$ cat src/rtl/vga_timing_gen.sv
// ============================================================================
// vga_timing_gen
// ----------------------------------------------------------------------------
// Purpose:
//   Generates the VGA raster timing. It provides the horizontal and vertical
//   pixel counters, the active-low sync pulses, the active-video flag and the
//   line/frame start strobes. An internal clock-enable divider derives the
//   pixel rate from iClk, so the whole block runs in one clock domain.
//
// Ports:
//   iClk        in   1             system clock
//   iRst        in   1             synchronous active-high reset
//   oCountH     out  clog2(H_TOT)  horizontal pixel count, 0..H_TOT-1
//   oCountV     out  clog2(V_TOT)  vertical line count, 0..V_TOT-1
//   oPixTick    out  1             one-iClk pulse on each pixel advance
//   oHS         out  1             horizontal sync, active low
//   oVS         out  1             vertical sync, active low
//   oActive     out  1             high inside the visible window
//   oLineStart  out  1             one-iClk pulse when oCountH wraps to 0
//   oFrameStart out  1             one-iClk pulse when both counters wrap to 0
//   oFrameCnt   out  16            frame counter (only with VGA_FRAME_CNT_EN)
//
// Optional build macro:
//   VGA_FRAME_CNT_EN - adds oFrameCnt, a 16-bit wrapping count of frame
//                      starts. Without it the port and counter are absent.
//
// Timing:
//   Every output is a register. The flags are computed from the next count
//   values, so each flag is valid in the same cycle as the count it
//   describes.
// ============================================================================
module vga_timing_gen #(
    parameter int H_TOT   = 800,
    parameter int V_TOT   = 525,
    parameter int H_VIS   = 640,
    parameter int H_FP    = 16,
    parameter int H_SYNC  = 96,
    parameter int V_VIS   = 480,
    parameter int V_FP    = 10,
    parameter int V_SYNC  = 2,
    parameter int CLK_DIV = 4
) (
    input  logic                     iClk,
    input  logic                     iRst,
    output logic [$clog2(H_TOT)-1:0] oCountH,
    output logic [$clog2(V_TOT)-1:0] oCountV,
    output logic                     oPixTick,
    output logic                     oHS,
    output logic                     oVS,
    output logic                     oActive,
    output logic                     oLineStart,
    output logic                     oFrameStart
`ifdef VGA_FRAME_CNT_EN
    ,
    output logic [15:0]              oFrameCnt
`endif
);

    localparam int H_W   = $clog2(H_TOT);
    localparam int V_W   = $clog2(V_TOT);
    // A divide-by-one still needs a 1-bit register to stay legal.
    localparam int DIV_W = (CLK_DIV > 1) ? $clog2(CLK_DIV) : 1;

    localparam logic [DIV_W-1:0] DIV_LAST = DIV_W'(CLK_DIV - 1);
    localparam logic [H_W-1:0]   H_LAST   = H_W'(H_TOT - 1);
    localparam logic [V_W-1:0]   V_LAST   = V_W'(V_TOT - 1);

    // Window bounds carry one extra bit: an end bound may equal H_TOT/V_TOT,
    // which may not fit in the count width.
    localparam logic [H_W:0] H_VIS_END  = (H_W+1)'(H_VIS);
    localparam logic [H_W:0] HS_START   = (H_W+1)'(H_VIS + H_FP);
    localparam logic [H_W:0] HS_END     = (H_W+1)'(H_VIS + H_FP + H_SYNC);
    localparam logic [V_W:0] V_VIS_END  = (V_W+1)'(V_VIS);
    localparam logic [V_W:0] VS_START   = (V_W+1)'(V_VIS + V_FP);
    localparam logic [V_W:0] VS_END     = (V_W+1)'(V_VIS + V_FP + V_SYNC);

    // ------------------------------------------------------------------
    // Elaboration-time parameter legality
    // ------------------------------------------------------------------
    generate
        if (H_VIS + H_FP + H_SYNC > H_TOT) begin : g_bad_h_timing
            $error("vga_timing_gen: H_VIS+H_FP+H_SYNC exceeds H_TOT");
        end
        if (V_VIS + V_FP + V_SYNC > V_TOT) begin : g_bad_v_timing
            $error("vga_timing_gen: V_VIS+V_FP+V_SYNC exceeds V_TOT");
        end
        if (CLK_DIV < 1) begin : g_bad_div
            $error("vga_timing_gen: CLK_DIV must be at least 1");
        end
        if (H_TOT < 2 || V_TOT < 2) begin : g_bad_tot
            $error("vga_timing_gen: H_TOT and V_TOT must be at least 2");
        end
    endgenerate

    // ------------------------------------------------------------------
    // Internal state and next-state values
    // ------------------------------------------------------------------
    logic [DIV_W-1:0] div;
    logic [DIV_W-1:0] div_next;
    logic             div_wrap;

    logic [H_W-1:0]   h_next;
    logic [V_W-1:0]   v_next;
    logic             line_next;
    logic             frame_next;
    logic             hs_next;
    logic             vs_next;
    logic             active_next;

    always_comb begin
        div_wrap    = (div == DIV_LAST);
        div_next    = div_wrap ? '0 : div + 1'b1;

        h_next      = oCountH;
        v_next      = oCountV;
        line_next   = 1'b0;
        frame_next  = 1'b0;

        if (div_wrap) begin
            if (oCountH == H_LAST) begin
                h_next    = '0;
                line_next = 1'b1;
                if (oCountV == V_LAST) begin
                    v_next     = '0;
                    frame_next = 1'b1;
                end else begin
                    v_next = oCountV + 1'b1;
                end
            end else begin
                h_next = oCountH + 1'b1;
            end
        end

        // Flags are decoded from the counts being loaded this cycle, which
        // keeps them aligned with oCountH/oCountV after the register.
        hs_next     = !(({1'b0, h_next} >= HS_START) && ({1'b0, h_next} < HS_END));
        vs_next     = !(({1'b0, v_next} >= VS_START) && ({1'b0, v_next} < VS_END));
        active_next = ({1'b0, h_next} < H_VIS_END) && ({1'b0, v_next} < V_VIS_END);
    end

    // ------------------------------------------------------------------
    // Registers
    // ------------------------------------------------------------------
    always_ff @(posedge iClk) begin
        if (iRst) begin
            div         <= '0;
            oCountH     <= '0;
            oCountV     <= '0;
            oPixTick    <= 1'b0;
            oLineStart  <= 1'b0;
            oFrameStart <= 1'b0;
            oHS         <= 1'b1;
            oVS         <= 1'b1;
            oActive     <= 1'b1;
        end else begin
            div         <= div_next;
            oCountH     <= h_next;
            oCountV     <= v_next;
            oPixTick    <= div_wrap;
            oLineStart  <= line_next;
            oFrameStart <= frame_next;
            oHS         <= hs_next;
            oVS         <= vs_next;
            oActive     <= active_next;
        end
    end

`ifdef VGA_FRAME_CNT_EN
    always_ff @(posedge iClk) begin
        if (iRst) begin
            oFrameCnt <= '0;
        end else if (frame_next) begin
            oFrameCnt <= oFrameCnt + 16'd1;
        end
    end
`endif

endmodule
$ cat config.mk
export PLATFORM = sky130hd
export DESIGN_NAME = vga_timing_gen
export DESIGN_NICKNAME = d
export VERILOG_FILES = /design/src/rtl/vga_timing_gen.sv
export SDC_FILE = /design/constraint.sdc
export NUM_CORES = 1
export LEC_CHECK = 0
export CORE_ASPECT_RATIO = 2
export CORE_UTILIZATION = 45
export DETAILED_ROUTE_END_ITERATION = 16
export GPL_ROUTABILITY_DRIVEN = 0
export MAX_ROUTING_LAYER = met4
export PLACE_DENSITY_LB_ADDON = 0.05
export SLEW_MARGIN = 25
export SYNTH_ARGS = -nofsm -noshare
export SYNTH_HDL_FRONTEND = slang
export SYNTH_SLANG_ARGS = --single-unit
$ cat constraint.sdc
create_clock -name iClk -period 2.39 [get_ports iClk]
set_input_delay 0.3585 -clock iClk [delete_from_list [all_inputs] [get_ports iClk]]
set_output_delay 0.3585 -clock iClk [all_outputs]
set_load 0.05 [all_outputs]
==> Word level (Yosys, flattened, before mapping) <==
Cells that the tools add are included.
{ "word_totals": {"ff_bits": 28, "latchBits": 0, "ram_bits": 0, "rom_bits": 0, "input_bits": 2, "out_inout_bits": 26, "word_cells": 38, "memories": 0} }
{ "op_classes": {"addsub": 3, "multipliers": 0, "div": 0, "magnitude_cmp": 6, "n_eq_ne": 3, "shift": 0, "muxes": 7, "bitwise_logic": 2, "reduce_logical": 8} }
{ "op_table": {"columns": ["op", "n"], "rows": [
  ["10-bit two-way mux", 5],
  ["10-bit by 1-bit adder with 10-bit output, second input constant", 2],
  ["10-bit equality test, second input constant", 2],
  ["10-bit less-than comparator, second input constant", 2],
  ["10-bit by 9-bit less-than comparator with 1-bit output, second input constant", 2],
  ["10-bit >= comparator, second input constant", 1],
  ["10-bit by 9-bit >= comparator with 1-bit output, second input constant", 1],
  ["2-bit OR reduction", 2],
  ["1-bit logical AND", 3],
  ["3-bit OR reduction", 1],
  ["2-bit by 1-bit adder with 2-bit output, second input constant", 1],
  ["2-bit equality test, second input constant", 1],
  ["1-bit zero test", 2],
  ["1-bit two-way mux", 2],
  ["1-bit NOT", 2]
]} }

==> Longest topological paths before layout <==
Gate-level depths: netlist of the first run.
{ "depth": {"depth_word": 7, "ltp_mapped": 8, "mapped_depth_nobuf": 8} }

==> Worst setup path before layout of the first run <==
OpenSTA, ideal clock, no wires.
{ "synth_path": {"path_type": "flip-flop to flip-flop", "startpoint": "register oCountH[0]", "endpoint": "register oVS", "setup_ns": 0.129, "t_arrival_ns": 2.192, "required_ns": 2.261, "path_slack_ns": 0.069, "stages_incl_launch_ff": 8, "n_path_buf": 0, "synth_period_minus_slack_ns": 2.321, "path_cell_list": "dfxtp_1 ha_1 nand2_1 nor4b_4 nand4_1 mux2i_1 o211a_1 nand3_1"} }
{ "synth_between": {"elab_chain_len": 6, "word_cells_on_any_way": 7, "cone_classes": "2 x order compare; 1 x eq/ne; 2 x mux; 2 x reduce/logical"} }
{ "synth_lines": {"columns": ["element", "line", "rtl"], "rows": [
  ["start, declared", "45", "output logic [$clog2(H_TOT)-1:0] oCountH,"],
  ["start signal, assigned", "157", "oCountH <= h_next;"],
  ["10-bit equality test (*)", "120", "if (oCountH == H_LAST) begin"],
  ["10-bit two-way mux (*)", "120", null],
  ["10-bit two-way mux (*)", "119", "if (div_wrap) begin"],
  ["10-bit by 9-bit >= comparator with 1-bit output or 10-bit by 9-bit less-than comparator with 1-bit output (tied branches)", "137", "vs_next = !(({1'b0, v_next} >= VS_START) && ({1'b0, v_next} < VS_END));"],
  ["1-bit logical AND (*)", "137", null],
  ["1-bit zero test (*)", "137", null],
  ["end signal, assigned", "163", "oVS <= vs_next;"],
  ["end, declared", "49", "output logic oVS,"]
]} }
Every way passes the cells marked *; elsewhere a longest branch is shown, timed or not.
A chain may end at the register's enable or synchronous reset.

==> Final worst setup path of the first run <==
{ "layout_path": {"startpoint": "register div[0]", "endpoint": "register oVS"} }
{ "layout_between": {"elab_chain_len": 5, "word_cells_on_any_way": 6, "cone_classes": "2 x order compare; 1 x eq/ne; 1 x mux; 2 x reduce/logical"} }
{ "layout_lines": {"columns": ["element", "line", "rtl"], "rows": [
  ["start, declared", "98", "logic [DIV_W-1:0] div;"],
  ["start signal, assigned", "156", "div <= div_next;"],
  ["2-bit equality test (*)", "111", "div_wrap = (div == DIV_LAST);"],
  ["via div_wrap", "100", "logic div_wrap;"],
  ["10-bit two-way mux (*)", "119", null],
  ["10-bit by 9-bit >= comparator with 1-bit output or 10-bit by 9-bit less-than comparator with 1-bit output (tied branches)", "137", null],
  ["1-bit logical AND (*)", "137", null],
  ["1-bit zero test (*)", "137", null]
]} }
Mark *: on every way through the listed nets, which the timed path passes. The rest lies on a longest branch.

==> flow_summary.json, run 1 <==
{
  "status": "completed",
  "syn-num-nets": 171,
  "synthDistinctLibCells": 46,
  "groute.usage.overall_pct": 20.6,
  "critical_path.cell_chain": "ha_1, nand2_1, nor4b_4, buf_4, nand4_1, mux2i_1, o211a_1, nand3_1",
  "cts_post_setup_buffers_inserted": 0,
  "via_count": 1268,
  "critPathSlowestCell": "ha_1",
  "slew_headroom_pct": 66.2,
  "synth-main-ff-cell": "dfxtp_1",
  "period_share_pct": 89.4,
  "dp_hpwl_mm": 2.58,
  "drtIter0Drc": 39,
  "path_max_fanout": 13,
  "die_x_um": 42.2,
  "ys_seq_elements": 28,
  "ios": 28,
  "post-place-ws_ns": 0.267,
  "drt-total-wl_mm": 3.31,
  "overflow": 0,
  "synth_edf_count": 0,
  "antenna_found_initial": 0,
  "setup_tns_ns": 0,
  "route.detailed.wl_per_inst_um": 14.8,
  "final_antenna_net_count": 0,
  "critPathCaptureType": "register",
  "ys_warn_count": 0,
  "hold_violations": 0,
  "cts_resized": 0,
  "p_leak_nw": 0.652,
  "grt_pass1_vias": 1209,
  "core_area_um2": 3010,
  "syn-cell-area_um2": 1450,
  "yosys.area_share.simple_pct": 35.5,
  "grt_max_degree": 16,
  "cts_tree": "built",
  "max_cap_viol_count": 0,
  "port_buffers": 27,
  "setup_slack_ns": 0.253,
  "synth_top_family_by_area": "simple AND/OR/NAND/NOR gates",
  "crit_required_ns": 2.54,
  "synth_xor_xnor_area_share_pct": 8.45,
  "cp_top_family": "simple AND/OR/NAND/NOR gates",
  "postCtsHoldBufs": 0,
  "yosys.area_share.adder_pct": 3.45,
  "yosys.area.top_type_share_pct": 38.6,
  "min_period_ns": 2.14,
  "slowest_delay_ns": 0.39,
  "setup.worst_path.start_class": "register",
  "yosysSeqAreaShare_pct": 38.6,
  "synth.most_common_cell": "dfxtp_1",
  "skew_ns": 0.00291,
  "cts_made_buffers": 3,
  "synth_compound_area_share_pct": 9.31,
  "routed_via_density": 5.66,
  "n_antenna_cell": 0,
  "syn_inst": 165,
  "syn_avg_cell_area_um2": 8.80,
  "synth_common_cells": "dfxtp_1 (28), nor2_1 (22), nand3_1 (10), nand2_1 (9)",
  "nets": 201,
  "clock_latency_ns": 0.27,
  "first_pass_iters": 4,
  "slew_violations": 0,
  "htree_levels": 1,
  "synthMuxAreaShare_pct": 0.690,
  "ir_drop_mv": 0.422,
  "worst_pin_slew_ns": 0.506,
  "fillers": 275,
  "synthArstFlopShare_pct": 0,
  "setup_violations": 0,
  "worstSetupPathType": "register to register",
  "rsz0062_at_grt": "no",
  "cts.sink_count": 28,
  "crit_buf_inv": 1,
  "cp.arrival_ns": 2.29,
  "clk_pin_slew_ns": 0.09,
  "die_area_um2": 3470,
  "grt_pass1_wl_mm": 5.33,
  "drive_gt1_share_pct": 10.8,
  "fp-row-count": 28,
  "dieHeight_um": 82.3,
  "synthToLayoutAreaGrowth_pct": 25.2,
  "drc": 0,
  "clockBufferDepth": 2,
  "p_per_area_nw_per_um2": 450,
  "max_freq_mhz": 468,
  "synth_area_leader_cell": "dfxtp_1",
  "cts_root_buf": "clkbuf_8",
  "hp-class": "register to register",
  "yosys-top-cells-area": "dfxtp_1 (39%), nor2_1 (5.7%), xnor2_1 (4.8%), xor2_1 (3.6%), ha_1 (3.4%)",
  "start_util_pct": 48.2
}
-- placed cells by master (no fill, tap or decap), types with 5 or more instances in the layout --
cell type        count
a21oi_1              6
and3_1               5
buf_4                5
clkdlybuf4s50_1     27
dfxtp_1             28
inv_1                6
nand2_1              9
nand3_1             10
nand4_1              5
nor2_1              22
nor3_1               8
xnor2_1              8
xor2_1               6
-- sequential cells by signal, indices dropped and copies added, names as in the netlist --
signal       cells
div              2
oActive          1
oCountH         10
oCountV         10
oFrameStart      1
oHS              1
oLineStart       1
oPixTick         1
oVS              1
-- path summary, 6_finish.rpt --
check	from	to	slack, ns	cells after the start
worst max-delay path	div[0]	oVS	0.25	8
worst min-delay path	div[0]	div[0]	0.43	1
worst max register to register	div[0]	oVS	0.25	8
worst min register to register	div[0]	div[0]	0.43	1
-- metrics by stage --
stage | instances | instance area (um2) | power [W] | hold WS, ns | util [%]
after detailed placement | 220 | 1760 | 0.000544 | 0.424 | 58.5
after global routing | 224 | 1820 | 0.000851 | 0.464 | 60.3
final | 224 | 1820 | 0.000818 | 0.431 | 60.3
after CTS | 224 | 1820 | 0.000833 | 0.438 | 60.3
after global placement | 220 | 1760 | 0.000542 | 0.411 | 58.5
after floorplan | 165 | 1450 | 0.000528 | 0.404 | -
-- cells by family (layout without fill, tap and decap cells) --
family                   after synthesis  after routing
adder cells (fa/ha/maj)                4              4
AO/OA/AOI/OAI                         20             20
flip-flops                            28             28
AND/OR/NAND/NOR                       85             85
buffers and inverters                 13             42
multiplexers                           1              1
XOR/XNOR                              14             14
-- worst register-to-register path: stages, from the launching register on --
cell and delay, ns:
dfxtp_1 0.34, ha_1 0.39, nand2_1 0.21, nor4b_4 0.30, buf_4 0.19, nand4_1 0.12
mux2i_1 0.22, o211a_1 0.17, nand3_1 0.07
-- cell type report --
cell class | instances | area, um2 | share of cell area (%)
Multi-Input combinational cell | 124 | 833 | 45.9
Sequential cell | 28 | 561 | 30.9
Timing Repair Buffer | 32 | 308 | 16.9
Clock buffer | 4 | 55.1 | 3.03
Tap cell | 30 | 37.5 | 2.07
Inverter | 6 | 22.5 | 1.24
-- per-layer routing --
layer	global-route usage [%]	wire (um)	vias to the layer above	part of all wire, %
li1	-	-	637	-
met4	13.1	119	0	3.6
met2	39.2	1830	32	55
met5	-	0	-	0
met3	2.39	79	12	2.4
met1	18.9	1270	587	38
-- where the power goes --
part	leakage (nW)	switching, W	internal, W
Clock	0.0288	0.000138	0.000147
Sequential	0.226	0.00000557	0.000474
Combinational	0.397	0.0000337	0.0000197
(Power assumes the default switching activity.)
==> run 2, diff against run 1 <==
--- a/config.mk
+++ b/config.mk
@@ -6,7 +6,7 @@
 export NUM_CORES = 1
 export LEC_CHECK = 0
 export CORE_ASPECT_RATIO = 2
-export CORE_UTILIZATION = 45
+export CORE_UTILIZATION = 51
 export DETAILED_ROUTE_END_ITERATION = 16
 export GPL_ROUTABILITY_DRIVEN = 0
 export MAX_ROUTING_LAYER = met4
==> flow_summary.json, run 2 (synthesis gave the netlist of run 1 again) <==
{
  "status": "completed",
  "via_count": 1285,
  "worst_pin_slew_ns": 0.507,
  "path_max_fanout": 7,
  "start_util_pct": 53.0,
  "dp_hpwl_mm": 2.58,
  "clock_latency_ns": 0.27,
  "slew_violations": 0,
  "final_antenna_net_count": 0,
  "core_area_um2": 2740,
  "overflow": 0,
  "clk_pin_slew_ns": 0.09,
  "setup_violations": 0,
  "synthToLayoutAreaGrowth_pct": 24.3,
  "nets": 201,
  "cts.sink_count": 28,
  "route.detailed.wl_per_inst_um": 15.2,
  "setup.worst_path.start_class": "register",
  "wl_met1_mm": 1.27,
  "grt_max_degree": 15,
  "routed.top_layer": "met4",
  "crit_required_ns": 2.54,
  "max_cap_viol_count": 0,
  "cp.arrival_ns": 2.26,
  "final_common_cell": "dfxtp_1",
  "worstSetupPathType": "register to register",
  "port_buffers": 27,
  "cts_tree": "built",
  "ios": 28,
  "critPathCaptureType": "register",
  "final_util_pct": 65.9,
  "met2WireLength_mm": 1.87,
  "drtIter0Drc": 38,
  "p_per_area_nw_per_um2": 433,
  "drive_gt1_share_pct": 10.9,
  "fp-row-count": 27,
  "htree_levels": 1,
  "setup_tns_ns": 0,
  "cts_root_buf": "clkbuf_8",
  "die_x_um": 39.7,
  "min_period_ns": 2.11,
  "postCtsHoldBufs": 0,
  "groute.usage.overall_pct": 25.6,
  "max_freq_mhz": 474,
  "drt-total-wl_mm": 3.37,
  "hold_violations": 0,
  "hold_path_depth": 1,
  "period_share_pct": 88.3,
  "fillers": 240,
  "ir_drop_mv": 0.358,
  "cts_post_setup_buffers_inserted": 0,
  "reg2reg_depth": 7,
  "wl_met3_um": 72,
  "first_pass_iters": 4,
  "antenna_found_initial": 0,
  "routed_via_density": 5.79,
  "p_leak_nw": 0.643,
  "die_area_um2": 3080,
  "clockBufferDepth": 2,
  "reg_top3": "oCountH x10, oCountV x10, div x2",
  "grt_pass1_vias": 1293,
  "skew_ns": 0.00359,
  "most-common-layout-cells": "dfxtp_1 (28), clkdlybuf4s50_1 (27), nor2_1 (22), nand3_1 (10), nand2_1 (9)",
  "n_antenna_cell": 0,
  "hp-class": "register to register",
  "slew_headroom_pct": 66.1,
  "dieHeight_um": 77.4,
  "cts_made_buffers": 3,
  "rsz0062_at_grt": "no",
  "drc": 0,
  "grt_pass1_wl_mm": 5.60
}
-- run 2: cell types whose count changed in the layout (fill, tap and decap cells not counted) --
cell / change
ha_2: +1
ha_1: -1
clkbuf_8: -1
-- run 2: area by class of cell --
class	count	area, um2	area share (%)
Tap cell	29	36.3	2.01
Clock buffer	3	41.3	2.29
Multi-Input combinational cell	124	836	46.3
Timing Repair Buffer	32	308	17.1
Inverter	6	22.5	1.25
Sequential cell	28	561	31.1
-- run 2: through the flow --
stage	setup slack, ns	hold WS, ns	area, um2	instances	power (W)
after global routing	0.0395	0.458	1800	222	0.000811
final	0.279	0.444	1800	222	0.000782
after floorplan	0.0685	0.404	1450	165	0.000528
after global placement	0.305	0.411	1760	219	0.000543
after detailed placement	0.226	0.426	1760	219	0.000546
after CTS	0.222	0.439	1800	222	0.000792
-- run 2: timing repair --
item	4_1_cts	5_1_grt
setup endpoints to repair	0	1
resized for setup	0	1
endpoints found under the hold margin	0	0
-- run 2: worst paths after layout --
check / startpoint / endpoint / slack [ns]
max reg2reg: oCountH[0] / oVS / 0.28
max: oCountH[0] / oVS / 0.28
min reg2reg: div[0] / div[0] / 0.44
min: div[0] / div[0] / 0.44
-- run 2: power by group --
group          leakage [nW]  switching [W]  internal (W)  total (W)
sequential            0.226     0.00000622      0.000474   0.000480
clock                0.0216       0.000133      0.000113   0.000246
combinational         0.395      0.0000348     0.0000208  0.0000555
-- run 2: per-layer routing --
metal  up-vias  GRT usage, %
met4         0          13.1
met3        12          3.71
li1        634             -
met5         -             -
met2        32          42.3
met1       607          27.7
-- run 2: critical path: stages, from the launching register on --
cell     delay [ns]
dfxtp_1        0.43
ha_1           0.28
nand2_1        0.16
nor4b_4        0.47
nand4_1        0.18
mux2i_1        0.23
o211a_1        0.18
nand3_1        0.07
